## src/rtl/aux_int_input_conditioner.sv

```systemverilog
`default_nettype none
// ============================================================================
// Module   : aux_int_input_conditioner
// Brief    : Synchronises, debounces and edge-detects board interrupt inputs,
//            latching per-channel pending requests acknowledged by ID.
// Revision : 1.0 - initial release
// ============================================================================
module aux_int_input_conditioner #(
  parameter int NUM_IN       = 3,
  parameter int ID_BIT       = 2,
  parameter int DEBOUNCE_CNT = 1000000,
  parameter int CNT_BIT      = 20
) (
  input  logic              clk,
  input  logic              rst,
  input  logic [NUM_IN-1:0] raw_in,
  input  logic [NUM_IN-1:0] mask,
  input  logic              int_ack,
  input  logic [ID_BIT-1:0] int_ack_id,
  output logic [NUM_IN-1:0] level,
  output logic [NUM_IN-1:0] rise_pulse,
  output logic [NUM_IN-1:0] int_pending,
  output logic [NUM_IN-1:0] int_overrun,
  output logic              int_req,
  output logic [ID_BIT-1:0] int_id
);

  localparam logic [CNT_BIT-1:0] c_cnt_last = CNT_BIT'(DEBOUNCE_CNT - 1);

  logic [NUM_IN-1:0]  r_s1;
  logic [NUM_IN-1:0]  r_s2;
  logic [NUM_IN-1:0]  r_level;
  logic [NUM_IN-1:0]  r_rise;
  logic [NUM_IN-1:0]  r_pending;
  logic [NUM_IN-1:0]  r_overrun;
  logic [CNT_BIT-1:0] r_cnt [NUM_IN];
  logic [NUM_IN-1:0]  w_clr;
  logic [NUM_IN-1:0]  w_active;

  always_ff @(posedge clk or posedge rst) begin
    if (rst) begin
      r_s1 <= '0;
      r_s2 <= '0;
    end else begin
      r_s1 <= raw_in;
      r_s2 <= r_s1;
    end
  end

  // A level change is accepted only after DEBOUNCE_CNT consecutive disagreeing samples.
  always_ff @(posedge clk or posedge rst) begin
    if (rst) begin
      r_level <= '0;
      r_rise  <= '0;
      for (int i = 0; i < NUM_IN; i++) begin
        r_cnt[i] <= '0;
      end
    end else begin
      for (int i = 0; i < NUM_IN; i++) begin
        r_rise[i] <= 1'b0;
        if (r_s2[i] == r_level[i]) begin
          r_cnt[i] <= '0;
        end else if (r_cnt[i] == c_cnt_last) begin
          r_level[i] <= r_s2[i];
          r_rise[i]  <= r_s2[i];
          r_cnt[i]   <= '0;
        end else begin
          r_cnt[i] <= r_cnt[i] + CNT_BIT'(1);
        end
      end
    end
  end

  always_comb begin
    w_clr = '0;
    for (int i = 0; i < NUM_IN; i++) begin
      w_clr[i] = int_ack && (int_ack_id == ID_BIT'(i));
    end
  end

  // A new edge beats a simultaneous ack so the fresh request is never dropped.
  always_ff @(posedge clk or posedge rst) begin
    if (rst) begin
      r_pending <= '0;
      r_overrun <= '0;
    end else begin
      for (int i = 0; i < NUM_IN; i++) begin
        if (r_rise[i]) begin
          r_pending[i] <= 1'b1;
          if (r_pending[i] && !w_clr[i]) begin
            r_overrun[i] <= 1'b1;
          end
        end else if (w_clr[i]) begin
          r_pending[i] <= 1'b0;
          r_overrun[i] <= 1'b0;
        end
      end
    end
  end

  always_comb begin
    w_active = r_pending & ~mask;
    int_req  = |w_active;
    int_id   = '0;
    for (int i = NUM_IN - 1; i >= 0; i--) begin
      if (w_active[i]) begin
        int_id = ID_BIT'(i);
      end
    end
  end

  assign level       = r_level;
  assign rise_pulse  = r_rise;
  assign int_pending = r_pending;
  assign int_overrun = r_overrun;

endmodule
`default_nettype wire

```

## config.mk

```make
export PLATFORM = sky130hd
export DESIGN_NAME = aux_int_input_conditioner
export DESIGN_NICKNAME = d
export VERILOG_FILES = /design/src/rtl/aux_int_input_conditioner.sv
export SDC_FILE = /design/constraint.sdc
export NUM_CORES = 1
export LEC_CHECK = 0
export CAP_MARGIN = 20
export CORE_MARGIN = 3
export CORE_UTILIZATION = 47
export DETAILED_ROUTE_END_ITERATION = 10
export PLACE_DENSITY = 0.66
export SYNTH_ARGS = -nofsm -noshare
export SYNTH_HDL_FRONTEND = slang
export SYNTH_SLANG_ARGS = --single-unit
```

## constraint.sdc

```tcl
create_clock -name clk -period 2.1 [get_ports clk]
set_input_delay 0.315 -clock clk [delete_from_list [all_inputs] [get_ports clk]]
set_output_delay 0.315 -clock clk [all_outputs]
set_load 0.005 [all_outputs]
```

* Yosys cells after proc, flatten, opt, wreduce, memory -nomap -nowiden *
Cells that the tools add are included.

word-level totals
  output and inout bits = 15
  input port bits = 11
  logic and storage cells = 81
  memory bits (writable) = 0
  ROM bits = 0
  latch bits = 0
  memories kept = 0
  flip-flop bits (word level) = 78

cells by class
  add/subtract/negate cells = 3
  shift-type cells = 0
  equality and inequality tests = 11
  bitwise gates (word level) = 5
  multiply operators = 0
  muxes and demuxes = 27
  magnitude comparators = 0
  reduce and logical (&&, ||, !) cells = 20
  divide/modulo/power cells = 0

operator list
  operator               number
  $mux 20                6
  $add 20x1->20 const B  3
  $eq 20x20->1 const B   3
  $mux 1                 18
  $reduce_and 2->1       6
  $logic_and 1x1->1      6
  $mux 2                 3
  $ne 2x1->1 const B     3
  $reduce_bool 2->1      3
  $and 3x3->3            1
  $eq 1x1->1             3
  $logic_not 1->1        3
  $not 1->1              3
  $not 3->3              1
  $reduce_or 3->1        1
  $eq 2x1->1 const B     1
  $eq 2x2->1 const B     1
  $logic_not 2->1        1

* Depth between registers and ports, before layout *
  depth after elaboration = 6
  gate-level depth with buffers = 6

* Least setup slack after synthesis *
OpenSTA, ideal clock, no wires.

  path type = register to register
  start point = register r_cnt[40] (netlist name)
  end point = register r_cnt[58] (netlist name)
  arrival = 1.904 ns
  stages on the path, launching flop included = 7
  period minus slack after synthesis = 1.977 ns
  buffers on the path = 1
  setup slack = 0.123 ns
  path through = dfrtp_1 ha_1 nand2_1 or4_1 buf_2 or4_4 a21oi_2

on the way
  cells in the longest elaborated chain, start to end = 3
  elaborated cells between the ends (all ways) = 4
  those cells by class = 1 x add/sub; 1 x eq/ne; 2 x mux

ends and longest elaborated chain
  what                                           RTL line  text
  start: declaration                             36        logic [CNT_BIT-1:0] r_cnt [NUM_IN];
  start signal: indexed assignment               68        r_cnt[i] <= r_cnt[i] + CNT_BIT'(1);
  $add 20x1->20 or $eq 20x20->1 (tied branches)  68, 63
  $mux 20 (*)                                    63        end else if (r_cnt[i] == c_cnt_last) begin
  $mux 20 (*)                                    61        if (r_s2[i] == r_level[i]) begin

Mark *: on every way between the ends. The rest lies on a longest branch, timed or not.
A chain may end at the register's enable or synchronous reset.

* Final worst setup path *
  start point = register r_cnt[52] (netlist name)
  end point = register r_cnt[43] (netlist name)

on the way
  cells in the longest elaborated chain, start to end = 3

ends and longest elaborated chain
  what          RTL line
  $eq 20x20->1  63
  $mux 20       63
  $mux 20       61

No other way between the ends.

==> impl_metrics.env <==
export IMPL_synth_mux_area_fraction_pct=0.912
export IMPL_hpwl_mm=4.67
export IMPL_synth_compound_area_share_pct=8.00
export IMPL_syn_avg_cell_area_sq_um=10.0
export IMPL_netlist_cell_type_count=40
export IMPL_yosys_cell_count_top_type="dfrtp_1"
export IMPL_synth_main_ff_cell="dfrtp_1"
export IMPL_drc=0
export IMPL_synth_area_leaders="dfrtp_1, xor2_1, nor2_1, xnor2_1, a21oi_1"
export IMPL_io_pins=26
export IMPL_tns_ns=0
export IMPL_cts_tree="yes"
export IMPL_reg2reg_slack_ns=0.15
export IMPL_crit_type="reg -> reg"
export IMPL_initial_core_util_pct=49.7
export IMPL_grt_remaining_overflow=0
export IMPL_grt_pass1_vias=2618
export IMPL_hold_end="r_s2[1]$_DFF_PP0_"
export IMPL_dr_pass1_iters=4
export IMPL_synth_xor_area_share_pct=9.22
export IMPL_multi_input_area_sq_um=1650
export IMPL_area_growth_syn_to_layout_pct=17.1
export IMPL_met2_wirelength_mm=3.27
export IMPL_synth_warnings=0
export IMPL_netlist_area_sq_um=3700
export IMPL_nets=418
export IMPL_routedWlPerCell_microns=13.4
export IMPL_clk_pin_slew_ns=0.08
export IMPL_grt_max_degree=79
export IMPL_dieHeight_microns=94.8
export IMPL_r2r_start="r_cnt[52]$_DFF_PP0_"
export IMPL_drive_gt1_share_pct=11.5
export IMPL_period_minus_slack_ns=1.95
export IMPL_initialDrtViolationCount=147
export IMPL_leakagePower_uw=0.00175
export IMPL_core_area_sq_um=7450
export IMPL_rsz0062_at_grt="no"
export IMPL_rr_worst_depth=5
export IMPL_synth_edf_count=0
export IMPL_grt_usage_pct=16.8
export IMPL_fin_worst_skew_ns=0.00911
export IMPL_die_area_sq_um=8980
export IMPL_cp_data_required_time_ns=2.33
export IMPL_ant_nets=0
export IMPL_seq_area_frac_synth_pct=52.7
export IMPL_synth_simple_area_share_pct=24.9
export IMPL_final_hold_violation_count=0
export IMPL_num_vias=2741
export IMPL_cpPeakStageDelay_ns=0.54
export IMPL_worst_pin_slew_ns=0.403
export IMPL_synth_fa_ha_area_share_pct=1.01
export IMPL_synth_nets=384
export IMPL_cts_buffers=9
export IMPL_finalMaxSlewViolations=0
export IMPL_slowest_stage="or4_1"
export IMPL_syn_inst=370
export IMPL_synth_top_cells_by_count="dfrtp_1, nor2_1, nand2_1, xor2_1"
export IMPL_rows=31
export IMPL_ctsHoldBuffers=0
export IMPL_place_congestion=0.856
export IMPL_timing_critical_path_to_type="flip-flop"
export IMPL_register_area_sq_um=1950
export IMPL_worstPathMaxFanout=9
export IMPL_status="completed"
export IMPL_routedLengthMet1_mm=3.22
export IMPL_yosysTopAreaCellShare_pct=52.7
export IMPL_async_flop_share_pct=100
export IMPL_r2r_end="r_cnt[43]$_DFF_PP0_"
export IMPL_wl_mm=6.80
export IMPL_ir_worst_vdd_uv=432
export IMPL_met3_length_microns=195
export IMPL_fin_area_sq_um=4340
export IMPL_clock_latency_ns=0.35
export IMPL_synth_top_family_by_area="simple AND/OR/NAND/NOR gates"
export IMPL_routed_top_layer="met4"
export IMPL_ys_ff_latch=78
export IMPL_power_per_cell_area_nw_per_um2=624
export IMPL_max_freq_ghz=0.513
export IMPL_cp_start_kind="flip-flop"
export IMPL_grt_pass1_wl_mm=11.8
export IMPL_die_w_microns=94.8
export IMPL_fillers=662
export IMPL_diodes=0
export IMPL_via_per_inst=5.40
export IMPL_clock_path_buffers=2
export IMPL_fin_crit_sh_pct=92.8
export IMPL_min_path_type="reg -> reg"
export IMPL_clkSinkCount=78
export IMPL_clockRootBuffer="clkbuf_8"
export IMPL_critical_path_cell_chain="or4_1, nor4_1, a31o_2, buf_4, nor2_1"
export IMPL_htreeDepth=3
export IMPL_cp_arrival_ns=2.18
export IMPL_hold_depth=0
export IMPL_portBuffers=25
export IMPL_dpl_cell_area_sq_um=4140
export IMPL_max_slew_margin_rel_pct=73.1
export IMPL_cap_violations=0
export IMPL_yosys_area_top_type="dfrtp_1"
export IMPL_setup_viol=0
export IMPL_min_delay_start="r_s1[1]$_DFF_PP0_"
export IMPL_antenna_found_initial=0
==> metrics by stage <==
stage	utilization [%]	hold WS [ns]	power, uW	setup WS (ns)	cells
after global routing	58.2	0.364	2840	0.0236	508
after detailed placement	55.6	0.346	1690	0.0776	492
after CTS	58.1	0.364	2770	0.0654	508
after global placement	55.6	0.336	1690	0.119	492
after floorplan	-	0.331	1630	0.123	370
final	58.2	0.357	2710	0.152	508
==> final cells by class <==
type / count / share of cell area (%)
timing repair buffer: 35 / 8.08
sequential: 78 / 45.0
clock inverter: 2 / 0.317
inverter: 18 / 1.64
multi-input combinational: 262 / 38.1
clock buffer: 14 / 3.98
tap: 99 / 2.86
==> timing repair <==
| action | 4_1_cts | 5_1_grt |
|---|---|---|
| buffers inserted | 0 | 0 |
| setup endpoints to repair | 0 | 5 |
| gates resized for setup | 0 | 3 |
==> cells by family after synthesis <==
kind of cell | after synthesis
AND/OR/NAND/NOR | 168
flip-flops | 78
AO/OA/AOI/OAI | 49
XOR/XNOR | 39
buffers and inverters | 30
multiplexers | 3
adder cells (fa/ha/maj) | 3
==> worst max-delay path by stage <==
stage / from / endpoint / slack, ns / cells past startpoint
after floorplan: r_cnt[40]$_DFF_PP0_ / r_cnt[58]$_DFF_PP0_ / 0.12 / 6
after global placement: r_cnt[40]$_DFF_PP0_ / r_cnt[58]$_DFF_PP0_ / 0.12 / 5
after detailed placement: r_cnt[40]$_DFF_PP0_ / r_cnt[58]$_DFF_PP0_ / 0.08 / 5
after CTS: r_cnt[40]$_DFF_PP0_ / r_cnt[58]$_DFF_PP0_ / 0.07 / 5
after global routing: r_cnt[52]$_DFF_PP0_ / r_cnt[40]$_DFF_PP0_ / 0.02 / 5
final: r_cnt[52]$_DFF_PP0_ / r_cnt[43]$_DFF_PP0_ / 0.15 / 5
==> state kept, by name, indices dropped and copies added, names as in the netlist <==
register,cells
rise_pulse,3
r_cnt,60
int_overrun,3
r_s1,3
r_s2,3
int_pending,3
level,3
==> power by group <==
| group | switching (uW) | total (uW) | internal, uW |
|---|---|---|---|
| clock network | 519 | 1050 | 530 |
| logic | 66.6 | 117 | 50.1 |
| registers | 19.1 | 1540 | 1520 |
==> metal layers <==
metal  up-vias  track usage (%)
met5         -                0
met4         0             7.69
met3        10             3.82
met2        39             26.5
met1      1334             22.0
li1       1358                -
==> layout by cell type (no fill, tap or decap), drive strengths merged, types with 6 or more instances in the layout <==
| cell | instances |
|---|---|
| a21oi | 21 |
| and4 | 6 |
| buf | 10 |
| clkbuf | 14 |
| clkdlybuf4s50 | 25 |
| dfrtp | 78 |
| inv | 18 |
| nand2 | 22 |
| nand3 | 21 |
| nand4 | 11 |
| nor2 | 46 |
| nor3 | 10 |
| nor4 | 6 |
| o21ai | 10 |
| o31ai | 11 |
| or3 | 8 |
| or4 | 14 |
| xnor2 | 18 |
| xor2 | 21 |
==> critical path: cells and delay by family (launching register included) <==
family / cells / cell delay, ns
buf+inv: 1 / 0.17
compound gates: 1 / 0.25
flops: 1 / 0.43
simple gates: 3 / 0.98
Note: power is estimated with default switching activity, not from simulation.
